===== src/rtl/dmem_port_arbiter.sv =====
// ============================================================================
// Module   : dmem_port_arbiter
// Purpose  : Shares one synchronous data-memory port between the CPU MEM stage
//            and a debug/loader requester; aligns lanes, routes read data and
//            raises the CPU stall. Optional build macro: DMEM_ARB_RR_EN.
// Revision : 1.0 - initial release
// ============================================================================
`default_nettype none

module dmem_port_arbiter #(
    parameter int ADDR_W   = 12,
    parameter int MAX_WAIT = 4
) (
    input  logic              clk,
    input  logic              rst_n,
    input  logic              cpu_req_i,
    input  logic [3:0]        cpu_we_i,
    input  logic [31:0]       cpu_addr_i,
    input  logic [31:0]       cpu_wdata_i,
    output logic              cpu_stall_o,
    output logic              cpu_rvalid_o,
    output logic [31:0]       cpu_rdata_o,
    output logic              cpu_misalign_o,
    input  logic              dbg_req_i,
    input  logic [3:0]        dbg_we_i,
    input  logic [31:0]       dbg_addr_i,
    input  logic [31:0]       dbg_wdata_i,
    output logic              dbg_gnt_o,
    output logic              dbg_rvalid_o,
    output logic [31:0]       dbg_rdata_o,
    output logic [3:0]        mem_we_o,
    output logic [ADDR_W-1:0] mem_addr_o,
    output logic [31:0]       mem_wdata_o,
    input  logic [31:0]       mem_rdata_i
);

    typedef enum logic [1:0] {
        ST_IDLE = 2'd0,
        ST_CPU  = 2'd1,
        ST_DBG  = 2'd2
    } owner_t;

    owner_t              owner_q, owner_d;
    logic                rd_q, rd_d;
    logic [31:0]         cpu_rdata_q;
    logic [31:0]         dbg_rdata_q;
    logic [ADDR_W-1:0]   mem_addr_q, mem_addr_d;

    logic [1:0]          w_off;
    logic [3:0]          w_cpu_lanes;
    logic                w_cpu_illegal;
    logic                w_cpu_win;
    logic                w_dbg_win;

    // Size mask is shifted into the byte lanes addressed by the low address bits
    always_comb begin
        w_off         = cpu_addr_i[1:0];
        w_cpu_lanes   = 4'b0000;
        w_cpu_illegal = 1'b0;
        case (cpu_we_i)
            4'b0001: w_cpu_lanes = 4'b0001 << w_off;
            4'b0011: begin
                w_cpu_lanes   = 4'b0011 << w_off;
                w_cpu_illegal = w_off[0];
            end
            4'b1111: begin
                w_cpu_lanes   = 4'b1111;
                w_cpu_illegal = |w_off;
            end
            default: w_cpu_lanes = 4'b0000;
        endcase
    end

`ifdef DMEM_ARB_RR_EN
    // Reset value makes debug the first winner of a simultaneous request
    logic last_dbg_q;

    assign w_dbg_win = dbg_req_i & (~cpu_req_i | ~last_dbg_q);

    always_ff @(posedge clk or negedge rst_n) begin
        if (!rst_n) begin
            last_dbg_q <= 1'b0;
        end else if (w_cpu_win || w_dbg_win) begin
            last_dbg_q <= w_dbg_win;
        end
    end
`else
    localparam int WAIT_W = (MAX_WAIT < 1) ? 1 : $clog2(MAX_WAIT + 1);
    localparam logic [WAIT_W-1:0] C_MAX_WAIT = WAIT_W'(MAX_WAIT);

    logic [WAIT_W-1:0] wait_cnt_q;

    assign w_dbg_win = dbg_req_i & (~cpu_req_i | (wait_cnt_q >= C_MAX_WAIT));

    always_ff @(posedge clk or negedge rst_n) begin
        if (!rst_n) begin
            wait_cnt_q <= '0;
        end else if (!dbg_req_i || w_dbg_win) begin
            wait_cnt_q <= '0;
        end else if (wait_cnt_q < C_MAX_WAIT) begin
            wait_cnt_q <= wait_cnt_q + 1'b1;
        end
    end
`endif

    assign w_cpu_win = cpu_req_i & ~w_dbg_win;

    assign cpu_stall_o    = cpu_req_i & ~w_cpu_win;
    assign dbg_gnt_o      = w_dbg_win;
    assign cpu_misalign_o = cpu_req_i & w_cpu_illegal;

    // Port mux; the address register keeps the RAM address stable while idle
    always_comb begin
        mem_addr_d  = mem_addr_q;
        mem_we_o    = 4'b0000;
        mem_wdata_o = 32'h0;
        owner_d     = ST_IDLE;
        rd_d        = 1'b0;
        if (w_cpu_win) begin
            mem_addr_d  = cpu_addr_i[ADDR_W+1:2];
            mem_we_o    = w_cpu_illegal ? 4'b0000 : w_cpu_lanes;
            mem_wdata_o = cpu_wdata_i;
            owner_d     = ST_CPU;
            rd_d        = ~|w_cpu_lanes;
        end else if (w_dbg_win) begin
            mem_addr_d  = dbg_addr_i[ADDR_W+1:2];
            mem_we_o    = dbg_we_i;
            mem_wdata_o = dbg_wdata_i;
            owner_d     = ST_DBG;
            rd_d        = ~|dbg_we_i;
        end
    end

    assign mem_addr_o = mem_addr_d;

    always_ff @(posedge clk or negedge rst_n) begin
        if (!rst_n) begin
            owner_q     <= ST_IDLE;
            rd_q        <= 1'b0;
            mem_addr_q  <= '0;
            cpu_rdata_q <= 32'h0;
            dbg_rdata_q <= 32'h0;
        end else begin
            owner_q    <= owner_d;
            rd_q       <= rd_d;
            mem_addr_q <= mem_addr_d;
            if (cpu_rvalid_o) begin
                cpu_rdata_q <= mem_rdata_i;
            end
            if (dbg_rvalid_o) begin
                dbg_rdata_q <= mem_rdata_i;
            end
        end
    end

    // RAM data arrives during the return cycle; outside it the last value is held
    assign cpu_rvalid_o = (owner_q == ST_CPU) & rd_q;
    assign dbg_rvalid_o = (owner_q == ST_DBG) & rd_q;
    assign cpu_rdata_o  = cpu_rvalid_o ? mem_rdata_i : cpu_rdata_q;
    assign dbg_rdata_o  = dbg_rvalid_o ? mem_rdata_i : dbg_rdata_q;

    logic w_unused_addr_bits;
    assign w_unused_addr_bits = ^{cpu_addr_i[31:ADDR_W+2], dbg_addr_i[31:ADDR_W+2],
                                  dbg_addr_i[1:0]};

endmodule

`default_nettype wire


===== config.mk =====
export PLATFORM = sky130hd
export DESIGN_NAME = dmem_port_arbiter
export DESIGN_NICKNAME = d
export VERILOG_FILES = /design/src/rtl/dmem_port_arbiter.sv
export SDC_FILE = /design/constraint.sdc
export NUM_CORES = 1
export LEC_CHECK = 0
export BUFFER_PORTS_ARGS = -buffer_cell sky130_fd_sc_hd__buf_4
export CAP_MARGIN = 20
export CORE_AREA = 2 2 112 114
export CTS_BUF_LIST = sky130_fd_sc_hd__clkbuf_4 sky130_fd_sc_hd__clkbuf_8
export CTS_CLUSTER_DIAMETER = 40
export DETAILED_ROUTE_END_ITERATION = 6
export DIE_AREA = 0 0 114 116
export HOLD_SLACK_MARGIN = 0.02
export PLACE_DENSITY = 0.76
export SLEW_MARGIN = 15
export SYNTH_ARGS = -nofsm -noshare
export SYNTH_HDL_FRONTEND = slang
export SYNTH_SLANG_ARGS = --single-unit

===== constraint.sdc =====
create_clock -name clk -period 1.9 [get_ports clk]
set_input_delay 0.095 -clock clk [delete_from_list [all_inputs] [get_ports clk]]
set_output_delay 0.095 -clock clk [all_outputs]
set_load 0.1 [all_outputs]

==> metrics.txt <==
# TYPE chip_impl_metric gauge
chip_impl_info{name="run_status",value="complete, no violations"} 1
chip_impl_info{name="synth_common_cells",value="199 x sky130_fd_sc_hd__nand2_1, 82 x sky130_fd_sc_hd__dfrtp_1, 35 x sky130_fd_sc_hd__a22o_1"} 1
chip_impl_metric{name="sequential_cell_area",unit="um2"} 2050
chip_impl_metric{name="synth-seq-cells",unit=""} 82
chip_impl_info{name="cts_tree",value="built"} 1
chip_impl_info{name="critical-path-top-delay-family",value="buffers and inverters"} 1
chip_impl_metric{name="synth_top_area_share",unit="%"} 56.5
chip_impl_metric{name="buffer_ports.inserted",unit=""} 250
chip_impl_metric{name="fill_cell_count",unit=""} 967
chip_impl_info{name="cp-start-kind",value="flop"} 1
chip_impl_metric{name="synth_nets",unit=""} 587
chip_impl_metric{name="floorplan.initialDensity",unit="%"} 30.5
chip_impl_metric{name="power-per-cell-area",unit="nW/um2"} 1290
chip_impl_metric{name="finalNonFillerCells",unit=""} 866
chip_impl_metric{name="worstPathBufferInverterCount",unit=""} 3
chip_impl_metric{name="layout.cell_area.non_filler",unit="um2"} 6990
chip_impl_metric{name="report.final.slew_viol_count",unit=""} 0
chip_impl_metric{name="dpl_cell_area",unit="um2"} 5860
chip_impl_metric{name="clock_path_buffers",unit=""} 2
chip_impl_metric{name="period_share",unit="%"} 96.9
chip_impl_info{name="yosys.area.top_type",value="sky130_fd_sc_hd__dfrtp_1"} 1
chip_impl_metric{name="place.detailed.hpwl",unit="mm"} 10.7
chip_impl_info{name="dominantRegCellSynth",value="sky130_fd_sc_hd__dfrtp_1"} 1
chip_impl_metric{name="final_nets",unit=""} 886
chip_impl_metric{name="total_leakage_power",unit="uW"} 0.00367
chip_impl_metric{name="yosys.cell_types.count",unit=""} 33
chip_impl_metric{name="number_of_antenna_violations_at_the_first_check_in_global_routing",unit=""} 0
chip_impl_metric{name="post-place-ws",unit="ns"} 0.338
chip_impl_metric{name="globalplace.congestion",unit=""} 0.833
chip_impl_metric{name="seq_power_share",unit="%"} 24.4
chip_impl_metric{name="drtPass1Iterations",unit=""} 4
chip_impl_metric{name="cts-buffers-inserted",unit=""} 9
chip_impl_metric{name="synth-warning-count",unit=""} 0
chip_impl_metric{name="synth-async-reset-ratio",unit="%"} 100
chip_impl_info{name="slowest_stage",value="sky130_fd_sc_hd__dfrtp_1"} 1
chip_impl_metric{name="fin_skew",unit="ns"} 0.00779
chip_impl_info{name="crit_path_end_kind",value="output pin"} 1
chip_impl_metric{name="route.detailed.drc",unit=""} 0
chip_impl_metric{name="number_of_placed_cells_counting_well_taps",unit=""} 802
chip_impl_metric{name="clkTransAtPathRegs",unit="ns"} 0.08
chip_impl_metric{name="internal_power",unit="uW"} 4250
chip_impl_metric{name="timing.final.setup_violations",unit=""} 0
chip_impl_metric{name="syn_avg_cell_area",unit="um2"} 8.77
chip_impl_info{name="rsz0062_at_grt",value="yes"} 1
chip_impl_metric{name="post_drt_via_cell_ratio",unit=""} 4.88
chip_impl_info{name="critical_path_class",value="flop to output pin"} 1
chip_impl_metric{name="dieWidth",unit="um"} 114
chip_impl_metric{name="peak_fanout_along_the_critical_path",unit=""} 37
chip_impl_metric{name="cap_violations",unit=""} 0
chip_impl_metric{name="first_global_vias",unit=""} 4207
chip_impl_info{name="synth_top_cells_by_area",value="sky130_fd_sc_hd__dfrtp_1 57%, sky130_fd_sc_hd__nand2_1 21%, sky130_fd_sc_hd__a22o_1 8.4%"} 1
chip_impl_metric{name="post_route_ant_nets",unit=""} 0
chip_impl_metric{name="dieHeight",unit="um"} 116
chip_impl_metric{name="finalCriticalPeriod",unit="ns"} 1.84
chip_impl_metric{name="power_switching",unit="uW"} 4760
chip_impl_metric{name="row_count",unit=""} 40
chip_impl_info{name="worstPathCellList",value="nand2b_1 > nand2_1 > inv_2 > buf_12 > a22o_2 > buf_4"} 1
chip_impl_metric{name="die_area",unit="um2"} 13200
chip_impl_metric{name="timing.fmax",unit="MHz"} 543
chip_impl_metric{name="totalWireLength",unit="mm"} 14.9
chip_impl_metric{name="switching_share_of_power",unit="%"} 52.8
chip_impl_metric{name="postLayoutSetupSlackWorst",unit="ns"} 0.0593
chip_impl_metric{name="syn_inst",unit=""} 414
chip_impl_metric{name="grt_max_degree",unit=""} 43
chip_impl_metric{name="crit_arrival",unit="ns"} 1.75
chip_impl_metric{name="cpPeakStageDelay",unit="ns"} 0.41
chip_impl_info{name="most_instantiated_library_cell_after_synthesis",value="sky130_fd_sc_hd__nand2_1"} 1
chip_impl_metric{name="relative_area_change_from_synthesis_to_final_layout",unit="%"} 92.6
chip_impl_metric{name="finalHoldViolCount",unit=""} 0
chip_impl_metric{name="cts.sink_count",unit=""} 82
chip_impl_metric{name="io_pins",unit=""} 289
chip_impl_metric{name="detail_route.wl_per_cell",unit="um"} 17.2
chip_impl_metric{name="clock_insertion_delay_worst_skew",unit="ns"} 0.35
chip_impl_metric{name="synth_edf_count",unit=""} 0
chip_impl_metric{name="max_slew.worst_pin.slew",unit="ns"} 0.562
chip_impl_metric{name="post-layout-total-power",unit="uW"} 9000
chip_impl_info{name="hold_path_class",value="input pin to flop"} 1
chip_impl_metric{name="worst_ep_required_time",unit="ns"} 1.80
chip_impl_metric{name="globalRouteTotalUtil",unit="%"} 20.8
chip_impl_metric{name="detailroute.via_count",unit=""} 4227
chip_impl_metric{name="cts_htree_levels",unit=""} 3
chip_impl_metric{name="vdd_drop_max",unit="mV"} 0.591
chip_impl_metric{name="p_comb_share",unit="%"} 59.9
chip_impl_metric{name="relSlewSlack",unit="%"} 62.5
chip_impl_metric{name="coreArea",unit="um2"} 11900
chip_impl_metric{name="syn_area",unit="um2"} 3630
chip_impl_metric{name="drt_first_iter_violations",unit=""} 267
chip_impl_metric{name="multi_input_comb_area",unit="um2"} 1570
chip_impl_metric{name="power.clock.fraction",unit="%"} 15.7
chip_impl_metric{name="wire_length_of_the_first_global_routing_pass",unit="mm"} 21.3
chip_impl_info{name="clock-root-buffer",value="sky130_fd_sc_hd__clkbuf_8"} 1
chip_impl_metric{name="overflow",unit=""} 0
chip_impl_metric{name="synth_sequential_area_ratio",unit="%"} 56.5
chip_impl_metric{name="layout-drive-gt1-share",unit="%"} 45.4
[kinds of logic (layout without fill, tap and decap cells)]
logic type,Yosys count,after routing,synth area share [%]
other cells,0,1,0
buf+inv,32,336,3.86
fa+ha+maj,1,1,0.345
xor+xnor,1,1,0.241
mux,1,1,0.276
flops,82,82,56.5
simple gates,239,239,26.1
compound gates,58,58,12.7
[layout make-up]
type	instances	share of cell area [%]
well taps	147	2.63
diodes	1	0.0358
clock inverters	6	1.25
clock buffers	10	1.97
repair buffers	310	41.8
multi-input cells	300	22.5
inverters	10	0.572
flip-flops and latches	82	29.3
[sequential cells by signal, indices dropped and copies added (netlist names)]
name	cells
cpu_rdata_q	32
dbg_rdata_q	32
mem_addr_q	12
owner_q	2
rd_q	1
wait_cnt_q	3
[worst reg2reg max path, stage by stage, from the launching register on]
cell	delay, ns
sky130_fd_sc_hd__dfrtp_1	0.41
sky130_fd_sc_hd__nand2b_1	0.17
sky130_fd_sc_hd__nand2_1	0.10
sky130_fd_sc_hd__buf_4	0.22
sky130_fd_sc_hd__nor2_1	0.07
sky130_fd_sc_hd__nor2_2	0.15
sky130_fd_sc_hd__dlygate4sd3_1	0.56
[power by group through the flow]
stage	logic [uW]	registers, uW	clock network (uW)
global placement	4800	2210	0
CTS	5010	2190	1450
floorplan	3720	2210	0
detailed placement	4850	2230	0
finish	5400	2200	1410
global route	5550	2230	1530
[routing by layer]
metal,GRT usage (%),part of all wire [%]
met5,0,0
met3,4.55,6.9
met2,39.0,55
met4,10.9,4.4
met1,21.9,34
[final timing paths]
| check | depth (start not counted) | slack [ns] | endpoint | start |
|---|---|---|---|---|
| setup / recovery | 6 | 0.06 | mem_wdata_o[22] | wait_cnt_q[2]$_DFFE_PN0P_ |
| hold / removal | 3 | 0.04 | rd_q$_DFF_PN0_ | dbg_we_i[3] |
| setup reg to reg | 6 | 0.15 | mem_addr_q[0]$_DFF_PN0_ | wait_cnt_q[2]$_DFFE_PN0P_ |
| hold reg to reg | 1 | 0.48 | wait_cnt_q[0]$_DFFE_PN0P_ | wait_cnt_q[0]$_DFFE_PN0P_ |
| max in group asynchronous | 3 | 0.98 | cpu_rdata_q[3]$_DFF_PN0_ | rst_n |
| min in group asynchronous | 2 | 0.28 | cpu_rdata_q[23]$_DFF_PN0_ | rst_n |
[cell usage in the layout, fill, tap and decap left out, types with 3 or more instances in the layout]
| cell | instances |
|---|---|
| sky130_fd_sc_hd__nor2_2 | 3 |
| sky130_fd_sc_hd__dfrtp_1 | 82 |
| sky130_fd_sc_hd__buf_4 | 176 |
| sky130_fd_sc_hd__a22o_2 | 9 |
| sky130_fd_sc_hd__inv_1 | 7 |
| sky130_fd_sc_hd__nor2_1 | 14 |
| sky130_fd_sc_hd__dlygate4sd3_1 | 46 |
| sky130_fd_sc_hd__clkbuf_8 | 10 |
| sky130_fd_sc_hd__buf_6 | 58 |
| sky130_fd_sc_hd__nand2_1 | 181 |
| sky130_fd_sc_hd__a22o_1 | 27 |
| sky130_fd_sc_hd__buf_12 | 7 |
| sky130_fd_sc_hd__a21oi_1 | 3 |
| sky130_fd_sc_hd__o22ai_1 | 13 |
| sky130_fd_sc_hd__buf_8 | 23 |
| sky130_fd_sc_hd__nor2_4 | 9 |
| sky130_fd_sc_hd__nand2_2 | 19 |
[through the flow]
step                hold WS (ns)  TNS [ns]  utilization (%)
floorplan                 -0.201   -0.0955                -
finish                    0.0435         0             58.7
global route              0.0513    -0.184             58.7
global placement           0.115         0             49.2
CTS                       0.0222         0             55.6
detailed placement         0.120         0             49.2
[what timing repair did]
action / CTS / global route
gates resized for setup: 21 / 97
setup endpoints to repair: 34 / 108
setup buffers: 0 / 1
hold endpoints to repair: 116 / 0
hold buffers: 46 / 0
(Power assumes the default switching activity.)
